`config.mk`:
```
export PLATFORM = sky130hd
export DESIGN_NAME = aidc_lite_decomp_zrle
export DESIGN_NICKNAME = d
export VERILOG_FILES = /design/src/rtl/aidc_lite_decomp_zrle.sv
export SDC_FILE = /design/constraint.sdc
export NUM_CORES = 1
export LEC_CHECK = 0
export CAP_MARGIN = 20
export CORE_UTILIZATION = 30
export DETAILED_ROUTE_END_ITERATION = 8
export GPL_TIMING_DRIVEN = 0
export PLACE_DENSITY_LB_ADDON = 0.05
export SLEW_MARGIN = 5
export SYNTH_ARGS = -nofsm -noshare
export SYNTH_HDL_FRONTEND = slang
export SYNTH_SLANG_ARGS = --single-unit
```
`constraint.sdc`:
```
create_clock -name clk -period 4.4 [get_ports clk]
set_clock_uncertainty 0.15 [all_clocks]
set_input_delay 1.32 -clock clk [delete_from_list [all_inputs] [get_ports clk]]
set_output_delay 1.32 -clock clk [all_outputs]
set_load 0.01 [all_outputs]
```
`src/rtl/aidc_lite_decomp_zrle.sv`:
```
// Zero-run-length decompressor: byte-token stream in, one 64-byte block out as 8 words.
// Optional AIDC_LITE_DECOMP_ZRLE_ERRCHK_EN enables format checking and fail_o.
module aidc_lite_decomp_zrle (
    input  logic        clk,
    input  logic        rst_n,
    input  logic        valid_i,
    output logic        ready_o,
    input  logic        sop_i,
    input  logic        eop_i,
    input  logic [63:0] data_i,
    output logic        valid_o,
    output logic        sop_o,
    output logic        eop_o,
    output logic [2:0]  addr_o,
    output logic [63:0] data_o,
    output logic        done_o,
    output logic        fail_o
);
    localparam logic [2:0] S_IDLE  = 3'd0;
    localparam logic [2:0] S_HDR   = 3'd1;
    localparam logic [2:0] S_ZERO  = 3'd2;
    localparam logic [2:0] S_LIT   = 3'd3;
    localparam logic [2:0] S_DRAIN = 3'd4;
    localparam logic [2:0] S_FIN   = 3'd5;

    logic [2:0]  state_q, state_d;
    logic [63:0] hold_q, hold_d;
    logic        full_q, full_d;
    logic [2:0]  ptr_q, ptr_d;
    logic        eop_seen_q, eop_seen_d;
    logic [6:0]  run_q, run_d;
    logic [6:0]  bcnt_q, bcnt_d;
    logic [55:0] asm_q, asm_d;
    logic        vld_q, vld_d;
    logic [2:0]  addr_q, addr_d;
    logic [63:0] data_q, data_d;
    logic        done_q, done_d;
`ifdef AIDC_LITE_DECOMP_ZRLE_ERRCHK_EN
    logic        err_q, err_d;
    logic        fail_q, fail_d;
`endif

    logic       xfer, consume, emit;
    logic [7:0] cur_byte, ebyte;
    logic [6:0] len;

    assign xfer     = valid_i & ~full_q;
    assign cur_byte = hold_q[{ptr_q, 3'b000} +: 8];

    always_comb begin
        state_d    = state_q;
        hold_d     = hold_q;
        full_d     = full_q;
        ptr_d      = ptr_q;
        eop_seen_d = eop_seen_q;
        run_d      = run_q;
        bcnt_d     = bcnt_q;
        asm_d      = asm_q;
        vld_d      = 1'b0;
        addr_d     = addr_q;
        data_d     = data_q;
        done_d     = 1'b0;
`ifdef AIDC_LITE_DECOMP_ZRLE_ERRCHK_EN
        err_d      = err_q;
        fail_d     = 1'b0;
`endif
        consume    = 1'b0;
        emit       = 1'b0;
        ebyte      = 8'h00;
        len        = 7'd0;

        case (state_q)
            S_HDR: if (full_q) begin
                consume = 1'b1;
                len     = {1'b0, cur_byte[5:0]} + 7'd1;
`ifdef AIDC_LITE_DECOMP_ZRLE_ERRCHK_EN
                if (cur_byte[6] || (bcnt_q + len > 7'd64)) begin
                    state_d = S_FIN;
                    full_d  = 1'b0;
                    err_d   = 1'b1;
                end else begin
                    run_d   = len;
                    state_d = cur_byte[7] ? S_ZERO : S_LIT;
                end
`else
                run_d   = len;
                state_d = cur_byte[7] ? S_ZERO : S_LIT;
`endif
            end
            S_ZERO: emit = 1'b1;
            S_LIT: if (full_q) begin
                consume = 1'b1;
                emit    = 1'b1;
                ebyte   = cur_byte;
            end
            S_FIN: begin
                state_d = S_IDLE;
                done_d  = 1'b1;
`ifdef AIDC_LITE_DECOMP_ZRLE_ERRCHK_EN
                fail_d  = err_q;
`endif
            end
            default: ;
        endcase

        // Input needed but the eop word is already exhausted: the block is short.
        if ((state_q == S_HDR || state_q == S_LIT) && !full_q && eop_seen_q) begin
`ifdef AIDC_LITE_DECOMP_ZRLE_ERRCHK_EN
            state_d = S_FIN;
            err_d   = 1'b1;
`else
            state_d = S_ZERO;
            run_d   = 7'd64 - bcnt_q;
`endif
        end

        if (xfer && !sop_i) begin
            if (state_q == S_HDR || state_q == S_ZERO || state_q == S_LIT) begin
                hold_d     = data_i;
                full_d     = 1'b1;
                ptr_d      = 3'd0;
                eop_seen_d = eop_seen_q | eop_i;
            end else if (state_q == S_DRAIN && eop_i) begin
                state_d = S_FIN;
            end
        end

        if (consume) begin
            ptr_d = ptr_q + 3'd1;
            if (ptr_q == 3'd7) full_d = 1'b0;
        end

        if (emit) begin
            bcnt_d = bcnt_q + 7'd1;
            asm_d  = {ebyte, asm_q[55:8]};
            run_d  = run_q - 7'd1;
            if (run_q == 7'd1) state_d = S_HDR;
            if (bcnt_q[2:0] == 3'd7) begin
                vld_d  = 1'b1;
                data_d = {ebyte, asm_q};
                addr_d = bcnt_q[5:3];
            end
            // 64th byte: leftover input of the current word is dropped.
            if (bcnt_q == 7'd63) begin
                full_d  = 1'b0;
                state_d = eop_seen_d ? S_FIN : S_DRAIN;
            end
        end

        // A new sop restarts decoding from any state, abandoning the old block silently.
        if (xfer && sop_i) begin
            hold_d     = data_i;
            full_d     = 1'b1;
            ptr_d      = 3'd0;
            eop_seen_d = eop_i;
            bcnt_d     = 7'd0;
            state_d    = S_HDR;
            vld_d      = 1'b0;
            done_d     = 1'b0;
`ifdef AIDC_LITE_DECOMP_ZRLE_ERRCHK_EN
            err_d      = 1'b0;
            fail_d     = 1'b0;
`endif
        end
    end

    always_ff @(posedge clk or negedge rst_n) begin
        if (!rst_n) begin
            state_q    <= S_IDLE;
            hold_q     <= '0;
            full_q     <= 1'b0;
            ptr_q      <= 3'd0;
            eop_seen_q <= 1'b0;
            run_q      <= 7'd0;
            bcnt_q     <= 7'd0;
            asm_q      <= '0;
            vld_q      <= 1'b0;
            addr_q     <= 3'd0;
            data_q     <= '0;
            done_q     <= 1'b0;
`ifdef AIDC_LITE_DECOMP_ZRLE_ERRCHK_EN
            err_q      <= 1'b0;
            fail_q     <= 1'b0;
`endif
        end else begin
            state_q    <= state_d;
            hold_q     <= hold_d;
            full_q     <= full_d;
            ptr_q      <= ptr_d;
            eop_seen_q <= eop_seen_d;
            run_q      <= run_d;
            bcnt_q     <= bcnt_d;
            asm_q      <= asm_d;
            vld_q      <= vld_d;
            addr_q     <= addr_d;
            data_q     <= data_d;
            done_q     <= done_d;
`ifdef AIDC_LITE_DECOMP_ZRLE_ERRCHK_EN
            err_q      <= err_d;
            fail_q     <= fail_d;
`endif
        end
    end

    assign ready_o = ~full_q;
    assign valid_o = vld_q;
    assign sop_o   = vld_q && (addr_q == 3'd0);
    assign eop_o   = vld_q && (addr_q == 3'd7);
    assign addr_o  = addr_q;
    assign data_o  = data_q;
    assign done_o  = done_q;
`ifdef AIDC_LITE_DECOMP_ZRLE_ERRCHK_EN
    assign fail_o  = fail_q;
`else
    assign fail_o  = 1'b0;
`endif
endmodule
```
==> Implementation_results.wiki <==
{| class="wikitable"
! Metric !! Value
|-
| Result of the run || complete, no violations
|-
| Top cell family by delay on the critical path || buffers and inverters
|-
| Cells taking the most area after synthesis || sky130_fd_sc_hd__dfrtp_1, sky130_fd_sc_hd__mux2_2, sky130_fd_sc_hd__nand2_1, sky130_fd_sc_hd__mux4_1, sky130_fd_sc_hd__ha_1
|-
| Cells traversed along the worst timing path || nor4b_1, clkdlybuf4s50_1
|-
| Port Buffers || 140
|-
| Power density over the cells || 729 mW/mm^2
|-
| IR Drop Worst-Case VDD || 259 uV
|-
| Class of the most critical setup path || reg2out
|-
| Synthesized instance count || 720
|-
| FF-to-FF Start || ptr_q[0]
|-
| Maximum single-stage delay on the critical path || 0.60 ns
|-
| Post-layout net count || 965
|-
| Clk pin slew, worst setup/hold paths || 0.06 ns
|-
| EDFF count, synth || 0
|-
| Detailed-route wire length || 22.1 mm
|-
| Slew margin rel. || 42.1%
|-
| Share of the cycle needed by the critical path after routing || 76.8%
|-
| CTS Sinks || 211
|-
| Pre-antenna DRT Iters || 4
|-
| Total nets after synthesis || 797
|-
| CP max stage cell || sky130_fd_sc_hd__clkdlybuf4s50_1
|-
| Hold Path Class || reg2reg
|-
| Most used flip-flop cell after synthesis || sky130_fd_sc_hd__dfrtp_1
|-
| Number of setup violations in the final report || 0
|-
| Vias per cell || 4.63
|-
| Lkg Pwr || 5.43 nW
|-
| Setup repair bufs after CTS || 0
|-
| Maximum number of pins on one net before global-route repair || 115
|-
| Most common library cells after synthesis || sky130_fd_sc_hd__dfrtp_1, sky130_fd_sc_hd__nand2_1, sky130_fd_sc_hd__mux2_2
|-
| DRC violations left || 0
|-
| Die Width || 175 um
|-
| Count leader, synth || sky130_fd_sc_hd__dfrtp_1
|-
| Final Hold Violating Endpoints || 0
|-
| Power share of the sequential group || 38.8%
|-
| Post-placement cell count || 1251
|-
| Ports placed on the boundary || 142
|-
| Cell depth of the worst flop-to-flop path || 10
|-
| Slack of the worst reg-to-reg path || 1.67 ns
|-
| Switching power total || 2.93 mW
|-
| Clock tree from TritonCTS || yes
|-
| Routed via count || 5994
|-
| Portion of synthesized cell area occupied by the leading cell type || 58.6%
|-
| Element type at the critical path end || output port
|-
| Termination of the worst setup path || sop_o
|-
| Async SR Flop Fraction || 100%
|-
| Synth cell types || 49
|-
| CTS Buf Count || 25
|-
| Cell type with the largest total area after synthesis || sky130_fd_sc_hd__dfrtp_1
|-
| Total Routing Usage GR || 14.8%
|-
| HPWL reported at the end of detailed placement || 15.8 mm
|-
| Utilization after layout || 39.4%
|-
| Combinational fraction of design power || 39.0%
|-
| Data arrival time of the worst path || 1.91 ns
|-
| Clock power frac || 22.2%
|-
| Worst path bufs/invs || 1
|-
| Tightest Pin Transition || 0.868 ns
|-
| Switching Fraction || 34.4%
|-
| Final Non-Filler Cells || 1295
|-
| Number of antenna violations at the first check in global routing || 1
|-
| Launching element type of the critical path || flop
|-
| Sequential element share of the synthesized area || 58.6%
|-
| Max-slew violation count || 0
|-
| Reported max-cap violation count || 0
|-
| Worst Path Max Fanout || 4
|-
| R2R Path End || run_q[4]
|-
| Netlist area before placement || 0.00902 mm^2
|-
| Via count of the first global-routing pass || 6565
|-
| Source-to-sink clock delay at the later pin of the worst-skew pair || 0.52 ns
|-
| Peak Freq || 296 MHz
|-
| Y dimension of the die || 175 um
|-
| DR iter-0 viols || 244
|-
| Mapped Avg Cell Area || 12.5 um^2
|-
| Final RePlAce weighted congestion || 0.778
|-
| Floorplan die area || 0.0308 mm^2
|-
| Worst Path Required || 2.93 ns
|-
| Initial Util || 30.4%
|-
| Cell at the root of the clock tree || sky130_fd_sc_hd__clkbuf_16
|-
| Internal Pwr Total || 5.60 mW
|-
| Deepest clock path buffer count || 3
|-
| Average routed wire per standard cell || 17.1 um
|-
| Unrepaired setup endpoints after global routing || false
|-
| Area delta synth->final || 29.6%
|-
| Wire length of the first global-routing pass || 35.9 mm
|-
| CTS resizes || 0
|-
| CTS hold repair buffers || 0
|-
| Placeable Area || 0.0296 mm^2
|-
| Placement Rows || 63
|-
| ANT nets after route || 0
|-
| H-tree lvl count || 1
|-
| Synth Register Bits || 211
|-
| Proportion of layout cells with a drive suffix above 1 || 20.9%
|-
| Total stage count of the critical path || 2
|-
| Final global-route overflow total || 0
|-
| Crit path launch || addr_o[0]
|-
| Count of warnings emitted by yosys || 0
|-
| Final min period || 3.38 ns
|-
| Setup total negative slack || 0 ns
|}
tightest hold or removal path, delay by kind of cell, from the launching register on:
family,cells,cell delay (ns)
flip-flops,1,0.34
AND/OR/NAND/NOR,2,0.11
cell families after synthesis:
family | synth area share, %
and+or+nand+nor | 10.8
DFF | 58.6
muxes | 22.0
AOI/OAI and AO/OA | 3.73
buffers and inverters | 2.53
xor gates and xnor gates | 1.17
adders and majority gates | 1.11
other | 0.0416
stage by stage:
stage                     total power [mW]  hold slack [ns]  setup WS [ns]  instance area, um^2
final                                 8.53            0.325           1.02                11700
after global routing                  9.13            0.362          0.959                11700
after CTS                             8.71            0.331          0.988                11700
after detailed placement              6.76            0.317          0.565                10900
after global placement                6.67            0.321          -7.08                10900
after floorplan                       5.36            0.292           1.63                 9020
cells in the final DEF, fill, tap and decap left out, drive strengths merged, types with 3 or more instances in the layout:
cell type and n:
inv 8, and2 3, mux2i 6, o21ai 11
clkdlybuf4s50 139, nand4 3, nor2 26, dfrtp 211
clkbuf 58, mux2 133, ha 8, mux4 16
nand2 165, a21o 8, xor2 6, a21oi 16
buf 21, and3 5, nor3 7, xnor2 6
nand3 10, or3 4, a211oi 4, nor2b 3
layer usage:
metal	part of all wire (%)	track usage [%]	vias up	routed length, um
met4	2.6	4.24	0	577
met1	44	18.7	2996	9610
met5	0	0	-	0
met3	5.2	3.12	39	1140
li1	-	-	2821	-
met2	49	25.5	138	10800
final cells by class:
type	count	area, um^2
inverter	7	26.3
clock inverter	5	33.8
multi-input combinational	463	3510
sequential	211	5280
timing repair buffer	141	1430
tap	390	488
antenna	1	2.50
buffer	39	201
clock buffer	38	714
fill	2872	17900
flip-flops by register name, summed over array words and instances (netlist names):
signal      flops
valid_o         1
state_q         3
addr_o          3
hold_q         64
asm_q          56
full_q          1
eop_seen_q      1
run_q           7
bcnt_q          7
done_o          1
data_o         64
ptr_q           3
power by group through the flow:
stage | Sequential, mW | Combinational [mW] | Clock, mW
final | 3.31 | 3.32 | 1.89
after global routing | 3.43 | 3.68 | 2.03
after CTS | 3.33 | 3.41 | 1.96
after detailed placement | 3.36 | 3.39 | 0
after global placement | 3.33 | 3.34 | 0
after floorplan | 3.26 | 2.10 | 0
worst min-delay path by stage:
stage	slack, ns	from	cells after the start	end
2_1_floorplan	0.29	asm_q[0]	2	asm_q[0]
3_3_place_gp	0.32	asm_q[2]	2	asm_q[2]
3_5_place_dp	0.32	asm_q[1]	2	asm_q[1]
4_1_cts	0.33	asm_q[1]	2	asm_q[1]
5_1_grt	0.36	asm_q[1]	2	asm_q[1]
6_report	0.32	asm_q[4]	2	asm_q[4]
Note: power is estimated with default switching activity, not from simulation.
